[src/rtl/multi_channel_dma.sv]
// Multi-channel memory-to-memory DMA engine.
// Each channel holds a source, a destination and a word count. A round-robin
// arbiter hands the single memory port to one busy channel at a time, and that
// channel copies one word (read, then write) before the next arbitration.
module multi_channel_dma #(
   parameter int NUM_CH = 2,
   parameter int ADDR_W = 32,
   parameter int DATA_W = 32,
   parameter int LEN_W  = 16
) (
   input  logic                     clk,
   input  logic                     reset,
   input  logic [NUM_CH-1:0]        ch_start,
   input  logic [NUM_CH*ADDR_W-1:0] ch_src,
   input  logic [NUM_CH*ADDR_W-1:0] ch_dst,
   input  logic [NUM_CH*LEN_W-1:0]  ch_len,
   output logic [NUM_CH-1:0]        ch_busy,
   output logic [NUM_CH-1:0]        ch_done,
   output logic                     mem_req,
   output logic                     mem_we,
   output logic [ADDR_W-1:0]        mem_addr,
   output logic [DATA_W-1:0]        mem_wdata,
   input  logic [DATA_W-1:0]        mem_rdata,
   input  logic                     mem_ack
);

   localparam int CH_W = (NUM_CH > 1) ? $clog2(NUM_CH) : 1;

   typedef enum logic [1:0] {ARB, RD, WR} state_t;

   state_t            state;
   // Channel currently owning the port; doubles as the round-robin "last granted" pointer.
   logic [CH_W-1:0]   grant;
   logic [CH_W-1:0]   next_grant;
   logic [CH_W-1:0]   hi_idx;
   logic [CH_W-1:0]   lo_idx;
   logic              hi_found;
   logic              lo_found;

   logic [ADDR_W-1:0] src_q [NUM_CH];
   logic [ADDR_W-1:0] dst_q [NUM_CH];
   logic [LEN_W-1:0]  len_q [NUM_CH];

   // Round-robin pick: first busy channel above the last grant, otherwise the first busy one from 0.
   always_comb begin
      // NOTE: every combinational output gets a default first, so no path can leave it unassigned and infer a latch.
      hi_found = 1'b0;
      lo_found = 1'b0;
      hi_idx   = '0;
      lo_idx   = '0;
      for (int i = 0; i < NUM_CH; i++) begin
         if (ch_busy[i]) begin
            if (!lo_found) begin
               lo_found = 1'b1;
               lo_idx   = CH_W'(i);
            end
            if (!hi_found && (i > int'(grant))) begin
               hi_found = 1'b1;
               hi_idx   = CH_W'(i);
            end
         end
      end
      next_grant = hi_found ? hi_idx : lo_idx;
   end

   // Channel bookkeeping and the ARB/RD/WR sequencer share one block because a WR ack updates the granted channel.
   always_ff @(posedge clk) begin
      if (reset) begin
         state     <= ARB;
         grant     <= CH_W'(NUM_CH - 1);
         ch_busy   <= '0;
         ch_done   <= '0;
         mem_req   <= 1'b0;
         mem_we    <= 1'b0;
         mem_addr  <= '0;
         mem_wdata <= '0;
         // NOTE: the channel register arrays are reset as well, because a reset must leave every channel counter cleared.
         for (int i = 0; i < NUM_CH; i++) begin
            src_q[i] <= '0;
            dst_q[i] <= '0;
            len_q[i] <= '0;
         end
      end else begin
         // NOTE: sequential state uses non-blocking assignments so every register here samples pre-edge values.
         ch_done <= '0;

         // Accept starts on idle channels; a zero-length start completes immediately without touching memory.
         for (int i = 0; i < NUM_CH; i++) begin
            if (ch_start[i] && !ch_busy[i]) begin
               if (ch_len[i*LEN_W +: LEN_W] != '0) begin
                  src_q[i]   <= ch_src[i*ADDR_W +: ADDR_W];
                  dst_q[i]   <= ch_dst[i*ADDR_W +: ADDR_W];
                  len_q[i]   <= ch_len[i*LEN_W +: LEN_W];
                  ch_busy[i] <= 1'b1;
               end else begin
                  ch_done[i] <= 1'b1;
               end
            end
         end

         case (state)
            ARB: begin
               if (|ch_busy) begin
                  grant    <= next_grant;
                  mem_req  <= 1'b1;
                  mem_we   <= 1'b0;
                  mem_addr <= src_q[next_grant];
                  state    <= RD;
               end
            end
            RD: begin
               // mem_wdata is the word buffer: the read word is parked there for the write.
               if (mem_ack) begin
                  mem_wdata <= mem_rdata;
                  mem_we    <= 1'b1;
                  mem_addr  <= dst_q[grant];
                  state     <= WR;
               end
            end
            WR: begin
               if (mem_ack) begin
                  mem_req      <= 1'b0;
                  mem_we       <= 1'b0;
                  src_q[grant] <= src_q[grant] + ADDR_W'(1);
                  dst_q[grant] <= dst_q[grant] + ADDR_W'(1);
                  len_q[grant] <= len_q[grant] - LEN_W'(1);
                  if (len_q[grant] == LEN_W'(1)) begin
                     ch_busy[grant] <= 1'b0;
                     ch_done[grant] <= 1'b1;
                  end
                  state <= ARB;
               end
            end
            default: state <= ARB;
         endcase
      end
   end

endmodule

[config.mk]
export PLATFORM = sky130hd
export DESIGN_NAME = multi_channel_dma
export DESIGN_NICKNAME = d
export VERILOG_FILES = /design/src/rtl/multi_channel_dma.sv
export SDC_FILE = /design/constraint.sdc
export NUM_CORES = 1
export LEC_CHECK = 0
export CORE_ASPECT_RATIO = 1.2
export CORE_UTILIZATION = 52
export DETAILED_ROUTE_END_ITERATION = 10
export PLACE_DENSITY = 0.91
export SYNTH_ARGS = -nofsm -noshare
export SYNTH_HDL_FRONTEND = slang
export SYNTH_SLANG_ARGS = --single-unit
[constraint.sdc]
create_clock -name clk -period 4.8 [get_ports clk]
set_input_delay 1.2 -clock clk [delete_from_list [all_inputs] [get_ports clk]]
set_output_delay 1.2 -clock clk [all_outputs]
set_load 0.05 [all_outputs]
==> impl_metrics.ini, run 1 <==
[floorplanning]
die_area_sq_mm = 0.02544
coreArea_sq_mm = 0.02413
ios = 267
fp-row-count = 62
die_w_microns = 145.8
die_h_microns = 174.5
start_util_pct = 53.46

[sta]
max_slew_margin_pct = 19.74
worst_pin_slew_ns = 1.204
setup_violations = 0
fin_skew_ns = 0.01744
max_freq_mhz = 285.7
finalCritPeriodShare_pct = 72.92
period_minus_slack_ns = 3.500
tns_ns = 0
drv_slew = 0
fin_ws_ns = 1.300
rsz0062_at_grt = no
hold_violations = 0

[placement]
pre_cts_ws_ns = 0.8937
place_area_sq_mm = 0.01581
gp_congestion = 0.9330
io_buffers = 266
dp_hpwl_microns = 27270

[finish]
fin_util_pct = 68.95
n_fill_cell = 1675
regArea_sq_mm = 0.006290
final_cell_mix = clkdlybuf4s50_1 (265), edfxtp_1 (160), nand2_1 (148), a22o_1 (129), nor2_1 (96)
area_growth_pct = 28.97
multi_input_area_sq_mm = 0.006259
final_common_cell = clkdlybuf4s50_1
drive_above_1_share_pct = 8.514
final_area_sq_mm = 0.01663
nets = 1663

[setup_path]
required_ns = 5.14
cp_max_fo = 25
crit_path_start_kind = input pin
path_cells = clkdlybuf4s50_1 -> nor4_1 -> nand4_1 -> nand3_1 -> a221oi_4 -> buf_4 -> nand2_1 -> o21ai_0
path_class = in -> reg
worst_path_largest_cell_delay_ns = 1.05
rrSetupSlack_ns = 1.42
reg2reg_depth = 6
crit_arrival_ns = 3.84
cpMaxStageDelayCell = a221oi_4
critPathCaptureType = flip-flop
regToRegEndpoint = dst_q[0][19]

[synth]
syn_nets = 1437
synth_edf_count = 160
syn_avg_cell_area_sq_um = 10.43
seq_area_frac_synth_pct = 48.74
synth_cells = 1236
synthTopCellsByArea = edfxtp_1 (37%), dfxtp_1 (11%), a22o_1 (8.8%)
ys.flop_type = edfxtp_1
synth.top_cell.area_share_pct = 37.25
yosysUniqueCellTypes = 69
yosysTopAreaCell = edfxtp_1
ys_async_sr_fraction_pct = 0
synthesis.area_sq_mm = 0.01290
yosys_warnings = 0
ys_seq_elements = 234

[job]
cap_violations = 0

[detailed_routing]
dr.pass1.iters = 6
vias = 11170
drc = 0
ant_nets = 0
avgViaCountPerCell = 6.190
wl_microns = 37990
drt_iter0_drc = 1068
wl_per_cell_microns = 21.06

[global_routing]
use_met2_pct = 48.58
antenna_found_initial = 4
grt_remaining_overflow = 0
grtUsageTotal_pct = 29.51
grt_pass1_wl_microns = 59050
use_met1_pct = 36.66
grt_max_degree = 81
grt_use_met3_pct = 5.407
busiest_layer = met2
grt_pass1_vias = 11040

[pwr]
powerDensity_mw_per_mm2 = 343.7
vdd_drop_max_mv = 0.2792
finalPower_w = 0.005717
cellLeakagePower_nw = 6.120

[clock_tree]
ctsHoldBuffers = 0
clk_latency_ns = 0.52
cts_resized = 0
cts_buffer_depth = 3
numCtsBuffers = 24
cts_setup_buffers = 0
cts_max_level = 1
clk_pin_slew_ns = 0.06
cts_tree = done
clock_sinks = 234
cts_root_buf = clkbuf_16

[run_status]
status = complete, no violations

[min_path]
holdPathEnd = mem_wdata[29]
hold_class = reg -> reg
hp-start = mem_wdata[29]
holdPathStages = 2
==> where the power goes <==
part | internal, W | total [W] | switching, W
Sequential | 0.00236 | 0.00252 | 0.000160
Clock | 0.00115 | 0.00191 | 0.000761
Combinational | 0.000543 | 0.00128 | 0.000741
Total | 0.00405 | 0.00572 | 0.00166
==> how the worst max path moves through the flow <==
stage / startpoint / endpoint / slack [ns] / cells past startpoint
after floorplan: ch_len[18] / dst_q[1][0] / 0.30 / 4
after global placement: ch_len[16] / dst_q[1][17] / 1.01 / 7
after detailed placement: ch_len[22] / src_q[1][8] / 0.89 / 8
after CTS: ch_len[22] / dst_q[1][0] / 1.42 / 8
after global routing: flip-flop / dst_q[0][19] / 1.22 / 6
final: ch_len[29] / dst_q[1][0] / 1.30 / 8
==> metrics by stage <==
step / hold WS (ns) / std cells
finish: 0.4534 / 1804
global route: 0.4764 / 1804
CTS: 0.4541 / 1800
detailed placement: 0.4465 / 1756
global placement: 0.4402 / 1756
floorplan: 0.5271 / 1236
==> cell usage after synthesis, types with 8 or more instances <==
library cell,n
a211oi_1,38
a21oi_1,83
a221o_1,8
a22o_1,129
buf_2,13
clkbuf_1,62
dfxtp_1,74
edfxtp_1,160
inv_1,9
mux2_2,22
mux2i_1,74
nand2_1,149
nand3_1,30
nand3b_1,10
nand4_1,13
nor2_1,97
nor2b_1,18
nor3_1,18
nor4_1,9
o21ai_0,36
xnor2_1,48
xor2_1,28
==> routing by layer <==
metal | part of all wire (%) | vias to the layer above
met3 | 9.7 | 115
met1 | 38 | 5313
li1 | - | 5103
met2 | 47 | 636
met5 | 0 | -
met4 | 5.4 | 0
==> final cells by class <==
cell class                 instances  share of cell area, %
timing repair buffer             285                  16.99
antenna                            4                0.06018
sequential                       234                  37.81
tap                              320                  2.407
inverter                           9                 0.2031
multi-input combinational        908                  37.63
clock inverter                     3                 0.2332
clock buffer                      41                  4.671
==> worst max-delay path, delay by kind of cell <==
kind                   cells  cell delay (ns)
AO/OA/AOI/OAI              2             1.14
AND/OR/NAND/NOR            4             0.54
buffers and inverters      2             0.95
==> state kept, by name, summed over array words and instances, names as in the netlist, named ones only <==
register and flops:
mem_req 1, len_q 32, dst_q 64, mem_addr 32
mem_we 1, ch_done 2, src_q 64, state 2
ch_busy 2, mem_wdata 32, grant 1
==> cells by family (layout without fill, tap and decap cells) <==
group / after synthesis / in the layout / share of synthesized area, %
other cells: 0 / 4 / 0
flops: 234 / 234 / 48.74
buf+inv: 94 / 338 / 3.240
mux: 97 / 97 / 7.771
compound gates: 325 / 325 / 18.40
xor+xnor: 76 / 76 / 5.161
simple gates: 406 / 406 / 16.30
fa+ha+maj: 4 / 4 / 0.3881
(Power assumes the default switching activity.)
==> run 2: changes to the inputs <==
- clock period: 4.8 -> 3.45 ns (I/O delays scaled with it)
==> impl_metrics.ini, run 2 (same netlist as run 1, synthesis figures left out) <==
[run_status]
status = complete, no violations

[detailed_routing]
vias = 11120
drc = 0
dr.pass1.iters = 5
wl_per_cell_microns = 21.19
drt_iter0_drc = 999
ant_nets = 0
wl_microns = 38420
avgViaCountPerCell = 6.133

[setup_path]
path_cells = nand3_1 -> a222oi_1 -> nand4_2 -> nor3_2 -> xnor2_1 -> a22o_1
reg2reg_depth = 6
cp_max_fo = 38
critPathCaptureType = flip-flop
regToRegEndpoint = dst_q[1][31]
worst_path_largest_cell_delay_ns = 0.72
rrSetupSlack_ns = 0.44
crit_arrival_ns = 3.28
cpMaxStageDelayCell = a222oi_1
required_ns = 3.72
path_class = reg -> reg
crit_path_start_kind = flip-flop

[finish]
reg_top3 = dst_q x64, src_q x64
drive_above_1_share_pct = 9.463
n_fill_cell = 1692
final_common_cell = clkdlybuf4s50_1
final_cells = 1813
nets = 1674
final_cell_mix = clkdlybuf4s50_1 (265), edfxtp_1 (160), nand2_1 (148), a22o_1 (129), nor2_1 (96)
area_growth_pct = 30.39
final_area_sq_mm = 0.01682

[global_routing]
grt_pass1_wl_microns = 59550
grtUsageTotal_pct = 29.65
grt_pass1_vias = 11190
grt_remaining_overflow = 0
grt_max_degree = 81
antenna_found_initial = 2

[placement]
gp_congestion = 0.9180
place_area_sq_mm = 0.01603
io_buffers = 266
dp_hpwl_microns = 27280
dp_cells = 1766

[pwr]
cellLeakagePower_nw = 6.182
powerDensity_mw_per_mm2 = 472.5
vdd_drop_max_mv = 0.4278

[floorplanning]
coreArea_sq_mm = 0.02413
die_area_sq_mm = 0.02544
ios = 267
start_util_pct = 53.46
fp-row-count = 62
die_h_microns = 174.5
die_w_microns = 145.8

[sta]
rsz0062_at_grt = no
tns_ns = 0
fin_skew_ns = 0.009423
worst_pin_slew_ns = 0.7677
period_minus_slack_ns = 3.010
finalCritPeriodShare_pct = 87.25
max_slew_margin_pct = 48.28
drv_slew = 0
hold_violations = 0
max_freq_mhz = 332.2
setup_violations = 0

[clock_tree]
cts_max_level = 1
clk_pin_slew_ns = 0.06
numCtsBuffers = 25
cts_buffer_depth = 3
cts_tree = done
ctsHoldBuffers = 0
clk_latency_ns = 0.52
cts_root_buf = clkbuf_16
cts_setup_buffers = 0
cts_resized = 0
clock_sinks = 234

[min_path]
hold_class = reg -> reg
holdPathEnd = mem_wdata[16]
hp-start = mem_wdata[16]
holdPathStages = 2

[job]
cap_violations = 0
-- run 2: routing by layer --
metal	part of all wire [%]	track usage (%)	vias up
met5	0	0	-
met4	4.5	13.82	0
met3	9.0	4.934	113
met2	48	50.32	639
met1	39	36.85	5264
li1	-	-	5103
-- run 2: worst max path at each step --
stage          startpoint           end  slack, ns
6_report        flip-flop  dst_q[1][31]       0.44
5_1_grt         flip-flop  len_q[0][12]       0.27
4_1_cts         flip-flop  len_q[0][12]       0.46
3_5_place_dp    ch_len[6]   len_q[1][0]       0.10
3_3_place_gp    ch_len[0]  dst_q[1][21]       0.25
2_1_floorplan  ch_len[18]   dst_q[1][0]      -0.66
-- run 2: area by class of cell --
type | instances | area (sq um) | share of cell area, %
diodes | 3 | 7.507 | 0.04464
clock buffers | 29 | 660.6 | 3.928
clock inverters | 15 | 122.6 | 0.7291
inverters | 9 | 33.78 | 0.2009
multi-input cells | 908 | 6315 | 37.55
flip-flops and latches | 234 | 6290 | 37.40
well taps | 320 | 400.4 | 2.381
repair buffers | 295 | 2988 | 17.77
-- run 2: worst max-delay path, delay by kind of cell (launching register included) --
kind	cells	cell delay, ns
AO/OA/AOI/OAI	2	0.94
XOR/XNOR	1	0.14
flip-flops	1	0.69
AND/OR/NAND/NOR	3	0.97
-- run 2: per-stage QoR --
step / total power (W) / hold WS, ns / worst slack [ns] / utilization, %
floorplan: 0.004638 / 0.5271 / -0.6590 / -
global route: 0.008209 / 0.4706 / 0.2651 / 69.70
finish: 0.007946 / 0.4543 / 0.4400 / 69.71
CTS: 0.007934 / 0.4554 / 0.4628 / 69.68
detailed placement: 0.005346 / 0.4474 / 0.1006 / 66.43
global placement: 0.005288 / 0.4404 / 0.2485 / 66.43
-- run 2: power by group --
group	leakage, nW	internal [W]	switching [W]
Clock	0.384	0.00151	0.00111
Combinational	3.47	0.000779	0.00105
Sequential	2.33	0.00329	0.000203
Total	6.18	0.00558	0.00237
==> run 3: changes to the inputs <==
- GPL_TIMING_DRIVEN: unset -> 0
==> impl_metrics.ini, run 3 (same netlist as run 1, synthesis figures left out) <==
[finish]
final_common_cell = clkdlybuf4s50_1
nets = 1730
reg_top3 = dst_q x64, src_q x64
regArea_sq_mm = 0.006287
antenna_cells = 0
multi_input_area_sq_mm = 0.006287
final_cell_mix = clkdlybuf4s50_1 (265), edfxtp_1 (160), nand2_1 (148), a22o_1 (129), nor2_1 (97)
area_growth_pct = 30.89
drive_above_1_share_pct = 8.409
n_fill_cell = 1674

[detailed_routing]
ant_nets = 0
vias = 11900
drt_iter0_drc = 1374
avgViaCountPerCell = 6.378
wl_per_cell_microns = 23.33
drc = 0
dr.pass1.iters = 6
wl_microns = 43540

[setup_path]
path_class = reg -> reg
worst_path_largest_cell_delay_ns = 0.50
cp_max_fo = 19
crit_path_start_kind = flip-flop
worstPathBufferInverterCount = 3
cp_top_family = simple AND/OR/NAND/NOR gates
cpMaxStageDelayCell = or3_4
crit_arrival_ns = 3.63
path_cells = buf_6 -> buf_6 -> buf_4 -> mux2_2 -> ha_1 -> o21ai_0 -> or3_4 -> nor3_2 -> xor2_1 -> a22o_1
critPathCaptureType = flip-flop
crit_top_cell = buf_6
cp_num_cells = 10
reg2reg_depth = 10
required_ns = 3.72

[pwr]
power_switching_share_pct = 31.19
clockPowerShare_pct = 31.4
powerDensity_mw_per_mm2 = 469.3
vdd_drop_max_mv = 0.4335
cellLeakagePower_nw = 6.201
p_int_w = 0.005451
finalPower_w = 0.007922
power.switching_w = 0.002470
seqPwrFrac_pct = 44.0
combPwrFrac_pct = 24.6

[sta]
setup_violations = 0
worst_pin_slew_ns = 1.018
max_slew_margin_pct = 31.98
hold_violations = 0
fin_ws_ns = 0.09043
fin_skew_ns = 0.01272
period_minus_slack_ns = 3.360
max_freq_mhz = 297.7
rsz0062_at_grt = no
finalCritPeriodShare_pct = 97.38
drv_slew = 0

[clock_tree]
cts_buffer_depth = 3
clock_sinks = 234
cts_tree = done
cts_root_buf = clkbuf_16
numCtsBuffers = 25
cts_setup_buffers = 0
clk_pin_slew_ns = 0.06
cts_max_level = 1
clk_latency_ns = 0.53

[floorplanning]
fp-row-count = 62
die_area_sq_mm = 0.02544
start_util_pct = 53.46
coreArea_sq_mm = 0.02413
ios = 267
die_w_microns = 145.8
die_h_microns = 174.5

[global_routing]
grt_remaining_overflow = 0
grt_max_degree = 64
grt_pass1_vias = 12150
grt_pass1_wl_microns = 66380
antenna_found_initial = 0
grtUsageTotal_pct = 33.99

[min_path]
holdPathStages = 2
hold_class = reg -> reg

[run_status]
status = complete, no violations

[job]
cap_violations = 0

[placement]
io_buffers = 265
pre_cts_ws_ns = -0.8347
gp_congestion = 0.9577
dp_hpwl_microns = 33140
-- run 3: worst paths after layout --
kind / start / slack (ns) / to
hold reg to reg: mem_wdata[6] / 0.45 / mem_wdata[6]
hold / removal: mem_wdata[6] / 0.45 / mem_wdata[6]
setup reg to reg: flip-flop / 0.09 / dst_q[1][30]
setup / recovery: flip-flop / 0.09 / dst_q[1][30]
-- run 3: layer usage --
metal	track usage (%)	vias to the layer above	share of wire [%]
met5	0	-	0
met4	21.89	0	6.7
met3	8.215	186	13
met2	56.56	932	47
met1	39.17	5555	34
li1	-	5228	-
-- run 3: power by group through the flow --
stage / registers [W] / clock network [W] / logic, W
floorplan: 0.00370 / 0 / 0.000934
global placement: 0.00354 / 0 / 0.00184
detailed placement: 0.00353 / 0 / 0.00190
CTS: 0.00348 / 0.00247 / 0.00191
global route: 0.00351 / 0.00260 / 0.00205
finish: 0.00349 / 0.00249 / 0.00195
-- run 3: timing repair --
action	4_1_cts	5_1_grt
hold buffers	0	0
endpoints found under the setup margin	62	20
pin swaps	0	1
gates resized for setup	7	5
-- run 3: layout make-up --
class | instances | share of cell area (%)
sequential | 234 | 37.24
multi-input combinational | 908 | 37.24
timing repair buffer | 272 | 16.42
clock buffer | 35 | 4.047
tap | 320 | 2.372
buffer | 79 | 2.186
clock inverter | 9 | 0.2816
inverter | 9 | 0.2001
-- run 3: per-stage QoR --
stage | hold slack [ns] | util [%] | setup TNS, ns | std cells | area [sq um]
after floorplan | 0.5271 | - | -52.72 | 1236 | 12960
after global placement | 0.4413 | 66.36 | -339.44 | 1821 | 16010
after detailed placement | 0.4474 | 66.88 | -37.18 | 1828 | 16130
after CTS | 0.4549 | 69.89 | 0 | 1867 | 16860
after global routing | 0.4755 | 69.97 | 0 | 1866 | 16880
final | 0.4539 | 69.97 | 0 | 1866 | 16880
-- run 3: tightest hold or removal path: cells and delay by family, from the launching register on --
family / cells / cell delay (ns)
flip-flops: 1 / 0.31
AO/OA/AOI/OAI: 1 / 0.05
AND/OR/NAND/NOR: 1 / 0.05
